--- src/rtl/xs_video_pkg.sv ---
// xs_video_pkg: shared constants and types for the Xain'd Sleena raster timing generator.
//   DEF_*    default raster timing (pixels / lines)
//   CNT_W    width of the H and V counters
//   cnt_t    one counter value
//   hv_pos_t {H,V} raster position pair
package xs_video_pkg;

    localparam int unsigned CNT_W = 9;

    localparam int unsigned DEF_H_TOTAL      = 384;
    localparam int unsigned DEF_HBLANK_START = 256;
    localparam int unsigned DEF_HSYNC_START  = 288;
    localparam int unsigned DEF_HSYNC_END    = 320;
    localparam int unsigned DEF_V_TOTAL      = 272;
    localparam int unsigned DEF_VBLANK_END   = 8;
    localparam int unsigned DEF_VBLANK_START = 248;
    localparam int unsigned DEF_VSYNC_START  = 256;
    localparam int unsigned DEF_VSYNC_END    = 260;
    localparam int unsigned DEF_FIRQ_SHIFT   = 4;

    typedef logic [CNT_W-1:0] cnt_t;

    typedef struct packed {
        cnt_t h;
        cnt_t v;
    } hv_pos_t;

endpackage

--- src/rtl/xs_video_timing_if.sv ---
// xs_video_timing_if: bundle between the raster timing generator and its consumers.
//   Pix_ce, Nmi_en, Firq_en         controls into the generator
//   H_cnt, V_cnt                    current raster position
//   HBlank, VBlank, HSync_n, VSync_n level timing flags
//   Line_pulse, Nmi_pulse, Firq_pulse one-cycle event pulses (clock the IRQ latches)
// master = the generator, slave = the consumer that supplies the enables.
interface xs_video_timing_if;
    import xs_video_pkg::*;

    logic Pix_ce;
    logic Nmi_en;
    logic Firq_en;
    cnt_t H_cnt;
    cnt_t V_cnt;
    logic HBlank;
    logic VBlank;
    logic HSync_n;
    logic VSync_n;
    logic Line_pulse;
    logic Nmi_pulse;
    logic Firq_pulse;

    modport master (
        input  Pix_ce, Nmi_en, Firq_en,
        output H_cnt, V_cnt, HBlank, VBlank, HSync_n, VSync_n,
        output Line_pulse, Nmi_pulse, Firq_pulse
    );

    modport slave (
        output Pix_ce, Nmi_en, Firq_en,
        input  H_cnt, V_cnt, HBlank, VBlank, HSync_n, VSync_n,
        input  Line_pulse, Nmi_pulse, Firq_pulse
    );

endinterface

--- src/rtl/xs_mod_counter.sv ---
// xs_mod_counter: modulo-MODULUS up-counter with clock-enable and synchronous reset.
//   Clk        rising-edge clock
//   Reset      synchronous, active-high; forces the count to 0
//   Ce         count enable
//   Count      registered count
//   Count_nxt  value Count takes on the next edge, so the parent can register
//              flags decoded from it in step with Count
//   Carry      high when this Ce wraps the count from MODULUS-1 to 0
module xs_mod_counter #(
    parameter int unsigned MODULUS = 384,
    parameter int unsigned WIDTH   = 9
) (
    input  logic             Clk,
    input  logic             Reset,
    input  logic             Ce,
    output logic [WIDTH-1:0] Count,
    output logic [WIDTH-1:0] Count_nxt,
    output logic             Carry
);

    localparam logic [WIDTH-1:0] LAST = WIDTH'(MODULUS - 1);

    logic [WIDTH-1:0] count_q;
    logic [WIDTH-1:0] count_d;

    // No carry during reset, so nothing downstream sees a wrap on the forced 0.
    assign Carry = Ce && !Reset && (count_q == LAST);

    always_comb begin
        count_d = count_q;
        if (Reset) begin
            count_d = '0;
        end else if (Carry) begin
            count_d = '0;
        end else if (Ce) begin
            count_d = count_q + 1'b1;
        end
    end

    always_ff @(posedge Clk) begin
        if (Reset) begin
            count_q <= '0;
        end else begin
            count_q <= count_d;
        end
    end

    assign Count     = count_q;
    assign Count_nxt = count_d;

endmodule

--- src/rtl/xs_video_timing.sv ---
// xs_video_timing: raster timing generator for the Xain'd Sleena video board.
//   Clk    rising-edge master clock
//   Reset  synchronous, active-high
//   Vid    xs_video_timing_if.master: Pix_ce/Nmi_en/Firq_en in; counters, blank/sync
//          levels and Line/Nmi/Firq pulses out, all registered.
// Flags are decoded from the counters' next-state values and registered on the same
// edge as the counters, so every flag matches the H_cnt/V_cnt shown with it.
module xs_video_timing
    import xs_video_pkg::*;
#(
    parameter int unsigned H_TOTAL      = DEF_H_TOTAL,
    parameter int unsigned HBLANK_START = DEF_HBLANK_START,
    parameter int unsigned HSYNC_START  = DEF_HSYNC_START,
    parameter int unsigned HSYNC_END    = DEF_HSYNC_END,
    parameter int unsigned V_TOTAL      = DEF_V_TOTAL,
    parameter int unsigned VBLANK_END   = DEF_VBLANK_END,
    parameter int unsigned VBLANK_START = DEF_VBLANK_START,
    parameter int unsigned VSYNC_START  = DEF_VSYNC_START,
    parameter int unsigned VSYNC_END    = DEF_VSYNC_END,
    parameter int unsigned FIRQ_SHIFT   = DEF_FIRQ_SHIFT
) (
    input  logic              Clk,
    input  logic              Reset,
    xs_video_timing_if.master Vid
);

    localparam cnt_t HB_START  = cnt_t'(HBLANK_START);
    localparam cnt_t HS_START  = cnt_t'(HSYNC_START);
    localparam cnt_t HS_END    = cnt_t'(HSYNC_END);
    localparam cnt_t VB_END    = cnt_t'(VBLANK_END);
    localparam cnt_t VB_START  = cnt_t'(VBLANK_START);
    localparam cnt_t VS_START  = cnt_t'(VSYNC_START);
    localparam cnt_t VS_END    = cnt_t'(VSYNC_END);
    localparam cnt_t FIRQ_MASK = cnt_t'((1 << FIRQ_SHIFT) - 1);

    cnt_t    h_q, h_d, v_q, v_d;
    logic    h_carry, v_carry;
    hv_pos_t pos_d;

    logic hblank_d, vblank_d, hsync_n_d, vsync_n_d, line_d, nmi_d, firq_d;
    logic hblank_q, vblank_q, hsync_n_q, vsync_n_q, line_q, nmi_q, firq_q;

    xs_mod_counter #(
        .MODULUS (H_TOTAL),
        .WIDTH   (CNT_W)
    ) u_h_cnt (
        .Clk       (Clk),
        .Reset     (Reset),
        .Ce        (Vid.Pix_ce),
        .Count     (h_q),
        .Count_nxt (h_d),
        .Carry     (h_carry)
    );

    xs_mod_counter #(
        .MODULUS (V_TOTAL),
        .WIDTH   (CNT_W)
    ) u_v_cnt (
        .Clk       (Clk),
        .Reset     (Reset),
        .Ce        (h_carry),
        .Count     (v_q),
        .Count_nxt (v_d),
        .Carry     (v_carry)
    );

    always_comb begin
        pos_d     = '{h: h_d, v: v_d};
        hblank_d  = (pos_d.h >= HB_START);
        vblank_d  = (pos_d.v < VB_END) || (pos_d.v >= VB_START);
        hsync_n_d = !((pos_d.h >= HS_START) && (pos_d.h < HS_END));
        vsync_n_d = !((pos_d.v >= VS_START) && (pos_d.v < VS_END));
        // h_carry is already Pix_ce-qualified and masked by reset, so every pulse
        // falls back to 0 on any edge without a real line wrap.
        line_d    = h_carry;
        nmi_d     = h_carry && (pos_d.v == VB_START) && Vid.Nmi_en;
        firq_d    = h_carry && (pos_d.v >= VB_END) && (pos_d.v < VB_START) &&
                    ((pos_d.v & FIRQ_MASK) == '0) && Vid.Firq_en;
    end

    always_ff @(posedge Clk) begin
        if (Reset) begin
            hblank_q  <= 1'b0;
            vblank_q  <= 1'b1;
            hsync_n_q <= 1'b1;
            vsync_n_q <= 1'b1;
            line_q    <= 1'b0;
            nmi_q     <= 1'b0;
            firq_q    <= 1'b0;
        end else begin
            hblank_q  <= hblank_d;
            vblank_q  <= vblank_d;
            hsync_n_q <= hsync_n_d;
            vsync_n_q <= vsync_n_d;
            line_q    <= line_d;
            nmi_q     <= nmi_d;
            firq_q    <= firq_d;
        end
    end

    // A frame wrap is only ever a special case of a line wrap.
    always_ff @(posedge Clk) begin
        if (!Reset) begin
            assert (!v_carry || h_carry);
        end
    end

    assign Vid.H_cnt      = h_q;
    assign Vid.V_cnt      = v_q;
    assign Vid.HBlank     = hblank_q;
    assign Vid.VBlank     = vblank_q;
    assign Vid.HSync_n    = hsync_n_q;
    assign Vid.VSync_n    = vsync_n_q;
    assign Vid.Line_pulse = line_q;
    assign Vid.Nmi_pulse  = nmi_q;
    assign Vid.Firq_pulse = firq_q;

endmodule

--- src/flat_wrapper.sv ---
// flat-port wrapper written by rule: the top's interface ports become plain ports
module xs_video_timing_flat import xs_video_pkg::*;
#(
    parameter int unsigned H_TOTAL      = DEF_H_TOTAL,
    parameter int unsigned HBLANK_START = DEF_HBLANK_START,
    parameter int unsigned HSYNC_START  = DEF_HSYNC_START,
    parameter int unsigned HSYNC_END    = DEF_HSYNC_END,
    parameter int unsigned V_TOTAL      = DEF_V_TOTAL,
    parameter int unsigned VBLANK_END   = DEF_VBLANK_END,
    parameter int unsigned VBLANK_START = DEF_VBLANK_START,
    parameter int unsigned VSYNC_START  = DEF_VSYNC_START,
    parameter int unsigned VSYNC_END    = DEF_VSYNC_END,
    parameter int unsigned FIRQ_SHIFT   = DEF_FIRQ_SHIFT
)
  (Clk, Reset, Vid_Pix_ce, Vid_Nmi_en, Vid_Firq_en, Vid_H_cnt, Vid_V_cnt, Vid_HBlank, Vid_VBlank, Vid_HSync_n, Vid_VSync_n, Vid_Line_pulse, Vid_Nmi_pulse, Vid_Firq_pulse);
  xs_video_timing_if Vid_i ();
  input  logic Clk;
  input  logic Reset;
  input wire logic [$bits(Vid_i.Pix_ce)-1:0] Vid_Pix_ce;
  input wire logic [$bits(Vid_i.Nmi_en)-1:0] Vid_Nmi_en;
  input wire logic [$bits(Vid_i.Firq_en)-1:0] Vid_Firq_en;
  output wire logic [$bits(Vid_i.H_cnt)-1:0] Vid_H_cnt;
  output wire logic [$bits(Vid_i.V_cnt)-1:0] Vid_V_cnt;
  output wire logic [$bits(Vid_i.HBlank)-1:0] Vid_HBlank;
  output wire logic [$bits(Vid_i.VBlank)-1:0] Vid_VBlank;
  output wire logic [$bits(Vid_i.HSync_n)-1:0] Vid_HSync_n;
  output wire logic [$bits(Vid_i.VSync_n)-1:0] Vid_VSync_n;
  output wire logic [$bits(Vid_i.Line_pulse)-1:0] Vid_Line_pulse;
  output wire logic [$bits(Vid_i.Nmi_pulse)-1:0] Vid_Nmi_pulse;
  output wire logic [$bits(Vid_i.Firq_pulse)-1:0] Vid_Firq_pulse;
  assign Vid_i.Pix_ce = Vid_Pix_ce;
  assign Vid_i.Nmi_en = Vid_Nmi_en;
  assign Vid_i.Firq_en = Vid_Firq_en;
  assign Vid_H_cnt = Vid_i.H_cnt;
  assign Vid_V_cnt = Vid_i.V_cnt;
  assign Vid_HBlank = Vid_i.HBlank;
  assign Vid_VBlank = Vid_i.VBlank;
  assign Vid_HSync_n = Vid_i.HSync_n;
  assign Vid_VSync_n = Vid_i.VSync_n;
  assign Vid_Line_pulse = Vid_i.Line_pulse;
  assign Vid_Nmi_pulse = Vid_i.Nmi_pulse;
  assign Vid_Firq_pulse = Vid_i.Firq_pulse;
  xs_video_timing #(.H_TOTAL(H_TOTAL), .HBLANK_START(HBLANK_START), .HSYNC_START(HSYNC_START), .HSYNC_END(HSYNC_END), .V_TOTAL(V_TOTAL), .VBLANK_END(VBLANK_END), .VBLANK_START(VBLANK_START), .VSYNC_START(VSYNC_START), .VSYNC_END(VSYNC_END), .FIRQ_SHIFT(FIRQ_SHIFT)) u_core (.Clk(Clk), .Reset(Reset), .Vid(Vid_i));
endmodule
--- config.mk ---
export PLATFORM = sky130hd
export DESIGN_NAME = xs_video_timing_flat
export DESIGN_NICKNAME = d
export VERILOG_FILES = /design/src/rtl/xs_video_pkg.sv /design/src/rtl/xs_video_timing_if.sv /design/src/rtl/xs_mod_counter.sv /design/src/rtl/xs_video_timing.sv /design/src/flat_wrapper.sv
export SDC_FILE = /design/constraint.sdc
export NUM_CORES = 1
export LEC_CHECK = 0
export CORE_MARGIN = 2
export CORE_UTILIZATION = 47
export DETAILED_ROUTE_END_ITERATION = 8
export MAX_ROUTING_LAYER = met4
export PLACE_DENSITY = 0.78
export RECOVER_POWER = 25
export SYNTH_ARGS = -nofsm -noshare
export SYNTH_HDL_FRONTEND = slang
export SYNTH_SLANG_ARGS = --single-unit
--- constraint.sdc ---
create_clock -name Clk -period 2.16 [get_ports Clk]
set_input_delay 0.324 -clock Clk [delete_from_list [all_inputs] [get_ports Clk]]
set_output_delay 0.324 -clock Clk [all_outputs]
set_load 0.02 [all_outputs]
==> run_results.csv, run 1 <==
group,metric,value,unit
timing,setup_violations,0,
logic_synthesis,yosysSeqAreaShare,43.6,%
logic_synthesis,synth-seq-cells,25,
floorplan,ios,30,
clock_tree,cts.sinks,25,
worst_setup_path,arrival,2210,ps
timing,fmax,0.513,GHz
routing,wl,2.40,mm
power,power.total,726,uW
layout,layout_common_cells,"dfxtp_1 (25), nor2_1 (24), clkdlybuf4s50_1 (19)",
clock_tree,clockRootBuffer,"clkbuf_4",
outcome,run_status,"finished, final reports clean",
floorplan,rows,17,
power,p_leak,0.583,nW
floorplan,die_w,53.4,microns
layout,area_delta_synth_final,34.5,%
logic_synthesis,synth_top_area_share,43.6,%
clock_tree,insertion_delay,320,ps
run,maxCapViolCount,0,
timing,hold_ws,554,ps
logic_synthesis,synth_area_leaders,"dfxtp_1 (44%), nor2_1 (8.2%), xor2_1 (6.9%), xnor2_1 (6.1%), nand3_1 (5.2%)",
routing,ant_nets,0,
layout,layout.cells.non_filler,184,
timing,clock_skew,8.12,ps
logic_synthesis,synth.distinct_cells,30,
worst_setup_path,cp_max_fo,7,
logic_synthesis,synth_warnings,0,
worst_setup_path,end_kind,"flop",
timing,slew_headroom,73.8,%
worst_setup_path,r2r-start,"u_core.u_h_cnt.Count[1]",
worst_setup_path,cp_slowest_stage_delay,400,ps
timing,tns,0,ps
global_routing,grt_pass1_wl,3.92,mm
clock_tree,cts.path.max_buffers,2,
clock_tree,h-tree-depth,1,
logic_synthesis,postSynthCellCount,119,
layout,multi_input_area,638,sq um
timing,worst_pin_slew,394,ps
worst_hold_path,hp-class,"input port to flop",
routing,route.detailed.drc,0,
global_routing,grt_pass1_vias,912,
clock_tree,post_cts_buffers,0,
logic_synthesis,netlist.top_cell.by_area,"dfxtp_1",
worst_setup_path,crit_slowest_cell,"dfxtp_1",
routing,first_pass_iters,4,
worst_hold_path,hold_start,"Vid_Nmi_en",
global_routing,antenna_found_initial,0,
logic_synthesis,synth_area,1150,sq um
place,io_buffers,29,
power,powerDensity,471,nW/um^2
worst_setup_path,required,2420,ps
routing,viasPerCell,5.28,
layout,num_antenna_cells,0,
layout,fillCellCount,201,
timing,hold_viol_final,0,
layout,seq_area,500,sq um
floorplan,fp.dieH,53.4,microns
worst_setup_path,crit_path_start,"u_core.u_h_cnt.Count[1]",
routing,drt_iter0_markers,25,
clock_tree,numCtsBuffers,3,
floorplan,core,2250,sq um
power,peakVddDrop,0.385,mV
place,placed_cells,180,
place,dp_hpwl,1.79,mm
layout,fin_nets,164,
worst_setup_path,worst-setup-path-type,"flop to flop",
timing,rsz0062_at_grt,"no",
worst_setup_path,start_kind,"flop",
clock_tree,clkTransAtPathRegs,130,ps
logic_synthesis,syn_area_per_cell,9.64,sq um
timing,period_minus_slack,1950,ps
worst_setup_path,path_delay_family,"simple AND/OR/NAND/NOR gates",
timing,drv_slew,0,
worst_setup_path,crit_buf_inv,0,
global_routing,grt_usage,19.8,%
logic_synthesis,syn_nets,126,
layout,drive_above_1_share,14.1,%
timing,fin_crit_sh,90.3,%
worst_setup_path,cp_cell_sequence,"ha_2 > nand4b_4 > nor4_2 > xnor2_1 > nand4_1 > nor2_2 > nand4bb_1",
global_routing,grt_max_degree,14,
routing,wl_per_cell,13.0,microns
routing,vias,971,
layout,final_common_cell,"dfxtp_1",
place,place_congestion,0.845,
global_routing,overflow,0,
floorplan,start_util,50.9,%
floorplan,dieArea,2850,sq um
clock_tree,cts_tree,"built",
-- per-layer routing --
metal  share of wire [%]  up-vias  global-route usage, %
met3                 4.9        5                   2.54
met5                   0        -                      -
li1                    -      492                      -
met2                  47       31                   28.6
met4                 2.2        0                   11.5
met1                  46      443                   26.4
-- area by class of cell --
| class | count | area share (%) |
|---|---|---|
| multi-input combinational | 91 | 41.4 |
| sequential | 25 | 32.4 |
| timing repair buffer | 36 | 22.2 |
| tap | 28 | 2.27 |
| clock buffer | 4 | 1.70 |
-- logic make-up after synthesis --
| kind of cell | count (synthesis) | share of synthesized area, % |
|---|---|---|
| buffers and inverters | 3 | 2.29 |
| multiplexers | 2 | 1.74 |
| XOR/XNOR | 17 | 13.0 |
| AND/OR/NAND/NOR | 66 | 34.7 |
| adder cells (fa/ha/maj) | 2 | 2.18 |
| AO/OA/AOI/OAI | 4 | 2.51 |
| flip-flops | 25 | 43.6 |
-- worst min-delay path: stages --
cell and delay (ps):
clkdlybuf4s50_1 410, nand3_1 70, nor2_1 40
-- report_power, final --
group          internal (mW)  switching (mW)  total (mW)
clock network         0.0723           0.133       0.205
logic                 0.0266          0.0258      0.0524
registers              0.465         0.00377       0.469
-- path summary, 6_finish.rpt --
| path | to | slack (ps) | depth (start not counted) |
|---|---|---|---|
| worst min-delay path | u_core.Vid.Nmi_pulse | 550 | 3 |
| worst min register to register | u_core.u_v_cnt.Count[1] | 570 | 2 |
| worst max-delay path | u_core.Vid.VBlank | 210 | 7 |
| worst max register to register | u_core.Vid.VBlank | 210 | 7 |
-- flip-flops by register name, indices dropped and copies added, names as in the netlist --
name                   count
u_core.Vid.HBlank          1
u_core.Vid.Nmi_pulse       1
u_core.Vid.VBlank          1
u_core.Vid.Line_pulse      1
u_core.Vid.Firq_pulse      1
u_core.u_v_cnt.Count       9
u_core.Vid.VSync_n         1
u_core.u_h_cnt.Count       9
u_core.Vid.HSync_n         1
-- synth_stat cells (all sizes together) --
| library cell | n |
|---|---|
| nand2 | 5 |
| o21a | 1 |
| nand2b | 2 |
| nor2 | 25 |
| or4b | 1 |
| xor2 | 9 |
| nand3b | 1 |
| o31ai | 1 |
| nor2b | 1 |
| xnor2 | 8 |
| nor4b | 1 |
| clkbuf | 1 |
| buf | 2 |
| dfxtp | 25 |
| a21oi | 1 |
| nand4b | 2 |
| mux2i | 2 |
| nand4bb | 1 |
| a31o | 1 |
| and3 | 1 |
| ha | 2 |
| nand3 | 12 |
| nor3 | 3 |
| nor3b | 1 |
| nor4 | 6 |
| nand4 | 4 |
-- repair_timing --
action | in CTS | in global routing
hold buffers | 0 | 0
setup endpoints to repair | 0 | 4
resized for setup | 0 | 4
-- stage by stage --
stage | setup WS (ps) | cell area [sq um] | utilization (%)
floorplan | 182 | 1150 | -
global placement | 69.5 | 1500 | 66.5
detailed placement | -38.2 | 1500 | 66.5
CTS | 128 | 1530 | 67.6
global route | 31.5 | 1540 | 68.4
finish | 210 | 1540 | 68.4
Power figures use the tool's default switching activity.
==> inputs of run 2 (changes only) <==
--- a/config.mk
+++ b/config.mk
@@ -11,6 +11,7 @@
 export MAX_ROUTING_LAYER = met4
 export PLACE_DENSITY = 0.78
 export RECOVER_POWER = 25
+export SLEW_MARGIN = 10
 export SYNTH_ARGS = -nofsm -noshare
 export SYNTH_HDL_FRONTEND = slang
 export SYNTH_SLANG_ARGS = --single-unit
==> results of run 2 <==
Final layout, timing and power as in run 1 (identical DEF).
==> inputs of run 3 (changes only) <==
--- a/config.mk
+++ b/config.mk
@@ -6,10 +6,11 @@
 export NUM_CORES = 1
 export LEC_CHECK = 0
 export CORE_MARGIN = 2
-export CORE_UTILIZATION = 47
+export CORE_UTILIZATION = 49
+export CTS_BUF_LIST = sky130_fd_sc_hd__clkbuf_4 sky130_fd_sc_hd__clkbuf_8
 export DETAILED_ROUTE_END_ITERATION = 8
 export MAX_ROUTING_LAYER = met4
-export PLACE_DENSITY = 0.78
+export PLACE_DENSITY = 0.8
 export RECOVER_POWER = 25
 export SLEW_MARGIN = 10
 export SYNTH_ARGS = -nofsm -noshare
==> run 3 against run 2 <==
Compared with the run above: cell count is 1.1% higher; fmax fell by 0.79%; sequential power barely moved; worst hold slack worse by 8.8 ps; utilization increased by 2.3 points; clock power up 6%; clock skew shrank 4.2 ps; flip-flop and latch count unchanged; critical endpoint unchanged.
==> run_results.csv, run 3 (synthesis gave the netlist of run 1 again) <==
group,metric,value,unit
power,peakVddDrop,0.347,mV
worst_hold_path,hold_end,"u_core.Vid.Nmi_pulse",
global_routing,grt_usage,21.2,%
floorplan,fp.dieH,52.4,microns
worst_setup_path,end_kind,"flop",
outcome,run_status,"finished, final reports clean",
timing,setup_violations,0,
worst_setup_path,worst-setup-path-type,"input port to flop",
timing,fmax,0.509,GHz
power,powerDensity,473,nW/um^2
global_routing,grt_max_degree,14,
layout,layout_common_cells,"dfxtp_1 (25), nor2_1 (24), clkdlybuf4s50_1 (19)",
place,place_congestion,0.864,
place,io_buffers,29,
worst_setup_path,r2r_slack,200,ps
global_routing,busiest_layer,"met2",
clock_tree,post_cts_buffers,0,
place,dp_hpwl,1.94,mm
floorplan,start_util,51.9,%
timing,hold_ws,545,ps
global_routing,overflow,0,
floorplan,core,2210,sq um
layout,fillCellCount,174,
worst_setup_path,start_kind,"input port",
worst_hold_path,worstHoldPathCells,3,
worst_setup_path,r2r-start,"u_core.u_h_cnt.Count[1]",
clock_tree,insertion_delay,320,ps
global_routing,met3_usage,2.86,%
layout,drive_above_1_share,16.5,%
clock_tree,cts_tree,"built",
layout,num_antenna_cells,0,
timing,slew_headroom,73.3,%
timing,clock_skew,3.93,ps
clock_tree,cts.sinks,25,
global_routing,grt.met1_usage,24.6,%
layout,fin_nets,166,
clock_tree,clkTransAtPathRegs,120,ps
routing,drt_iter0_markers,24,
floorplan,rows,17,
worst_hold_path,hp-class,"input port to flop",
clock_tree,numCtsBuffers,3,
clock_tree,cts.path.max_buffers,2,
worst_setup_path,reg2reg_depth,7,
layout,multi_input_area,641,sq um
layout,final_common_cell,"dfxtp_1",
clock_tree,cts_resized,0,
layout,seq_area,500,sq um
floorplan,dieArea,2740,sq um
timing,worst_pin_slew,395,ps
routing,wl_per_cell,13.7,microns
timing,rsz0062_at_grt,"no",
timing,tns,0,ps
floorplan,die_w,52.4,microns
clock_tree,h-tree-depth,1,
power,p_leak,0.594,nW
global_routing,grt_use_met2,35.8,%
timing,period_minus_slack,1970,ps
timing,drv_slew,0,
routing,route.detailed.drc,0,
routing,viasPerCell,5.52,
floorplan,ios,30,
run,maxCapViolCount,0,
global_routing,grt_pass1_wl,4.17,mm
worst_setup_path,cp_max_fo,5,
worst_hold_path,hold_start,"Vid_Nmi_en",
timing,fin_crit_sh,91.0,%
clock_tree,clockRootBuffer,"clkbuf_4",
routing,wl,2.56,mm
routing,first_pass_iters,4,
clock_tree,cts_hold_buffers,0,
power,power.total,740,uW
global_routing,grt_pass1_vias,950,
worst_setup_path,r2r-end,"u_core.Vid.VBlank",
timing,hold_viol_final,0,
routing,ant_nets,0,
global_routing,antenna_found_initial,0,
worst_setup_path,required,2360,ps
layout,area_delta_synth_final,36.3,%
routing,vias,1027,
worst_setup_path,arrival,2170,ps
-- run 3: report_power, final --
part           total [mW]  switching, mW  leakage (nW)  internal (mW)
clock               0.218          0.133        0.0184         0.0848
sequential          0.468        0.00320         0.202          0.465
combinational      0.0536         0.0262         0.374         0.0274
-- run 3: worst max-delay path, stage by stage --
cell and delay [ps]:
clkdlybuf4s50_1 560, nand4b_1 200, nor2_1 170, nor4b_1 360, xor2_1 260, nor2_2 90, nand4bb_1 190
-- run 3: metal layers --
| layer | part of all wire (%) | routed length [microns] | vias up |
|---|---|---|---|
| li1 | - | - | 494 |
| met4 | 2.3 | 59 | 0 |
| met2 | 49 | 1240 | 36 |
| met5 | 0 | 0 | - |
| met1 | 43 | 1110 | 490 |
| met3 | 5.7 | 146 | 7 |
-- run 3: area by class of cell --
class / instances / area share, %
well taps: 28 / 2.24
flip-flops and latches: 25 / 32.0
clock buffers: 4 / 1.92
multi-input cells: 91 / 41.0
repair buffers: 38 / 22.9
-- run 3: stage by stage --
stage          setup slack [ps]  area, sq um  std cells  utilization, %
6_report                    195         1560        186            70.7
5_1_grt                    33.8         1560        186            70.7
4_1_cts                    85.7         1540        186            69.8
3_5_place_dp              -74.7         1510        182            68.4
3_3_place_gp               31.4         1510        182            68.4
2_1_floorplan               182         1150        119               -
-- run 3: worst max path at each step --
stage | from | endpoint | cells past startpoint
after floorplan | u_core.u_h_cnt.Count[0] | u_core.Vid.VSync_n | 7
after global placement | Vid_Pix_ce | u_core.Vid.VBlank | 7
after detailed placement | Vid_Pix_ce | u_core.Vid.VBlank | 7
after CTS | u_core.u_h_cnt.Count[1] | u_core.Vid.VBlank | 7
after global routing | u_core.u_h_cnt.Count[1] | u_core.Vid.VBlank | 7
final | Vid_Pix_ce | u_core.Vid.VBlank | 7
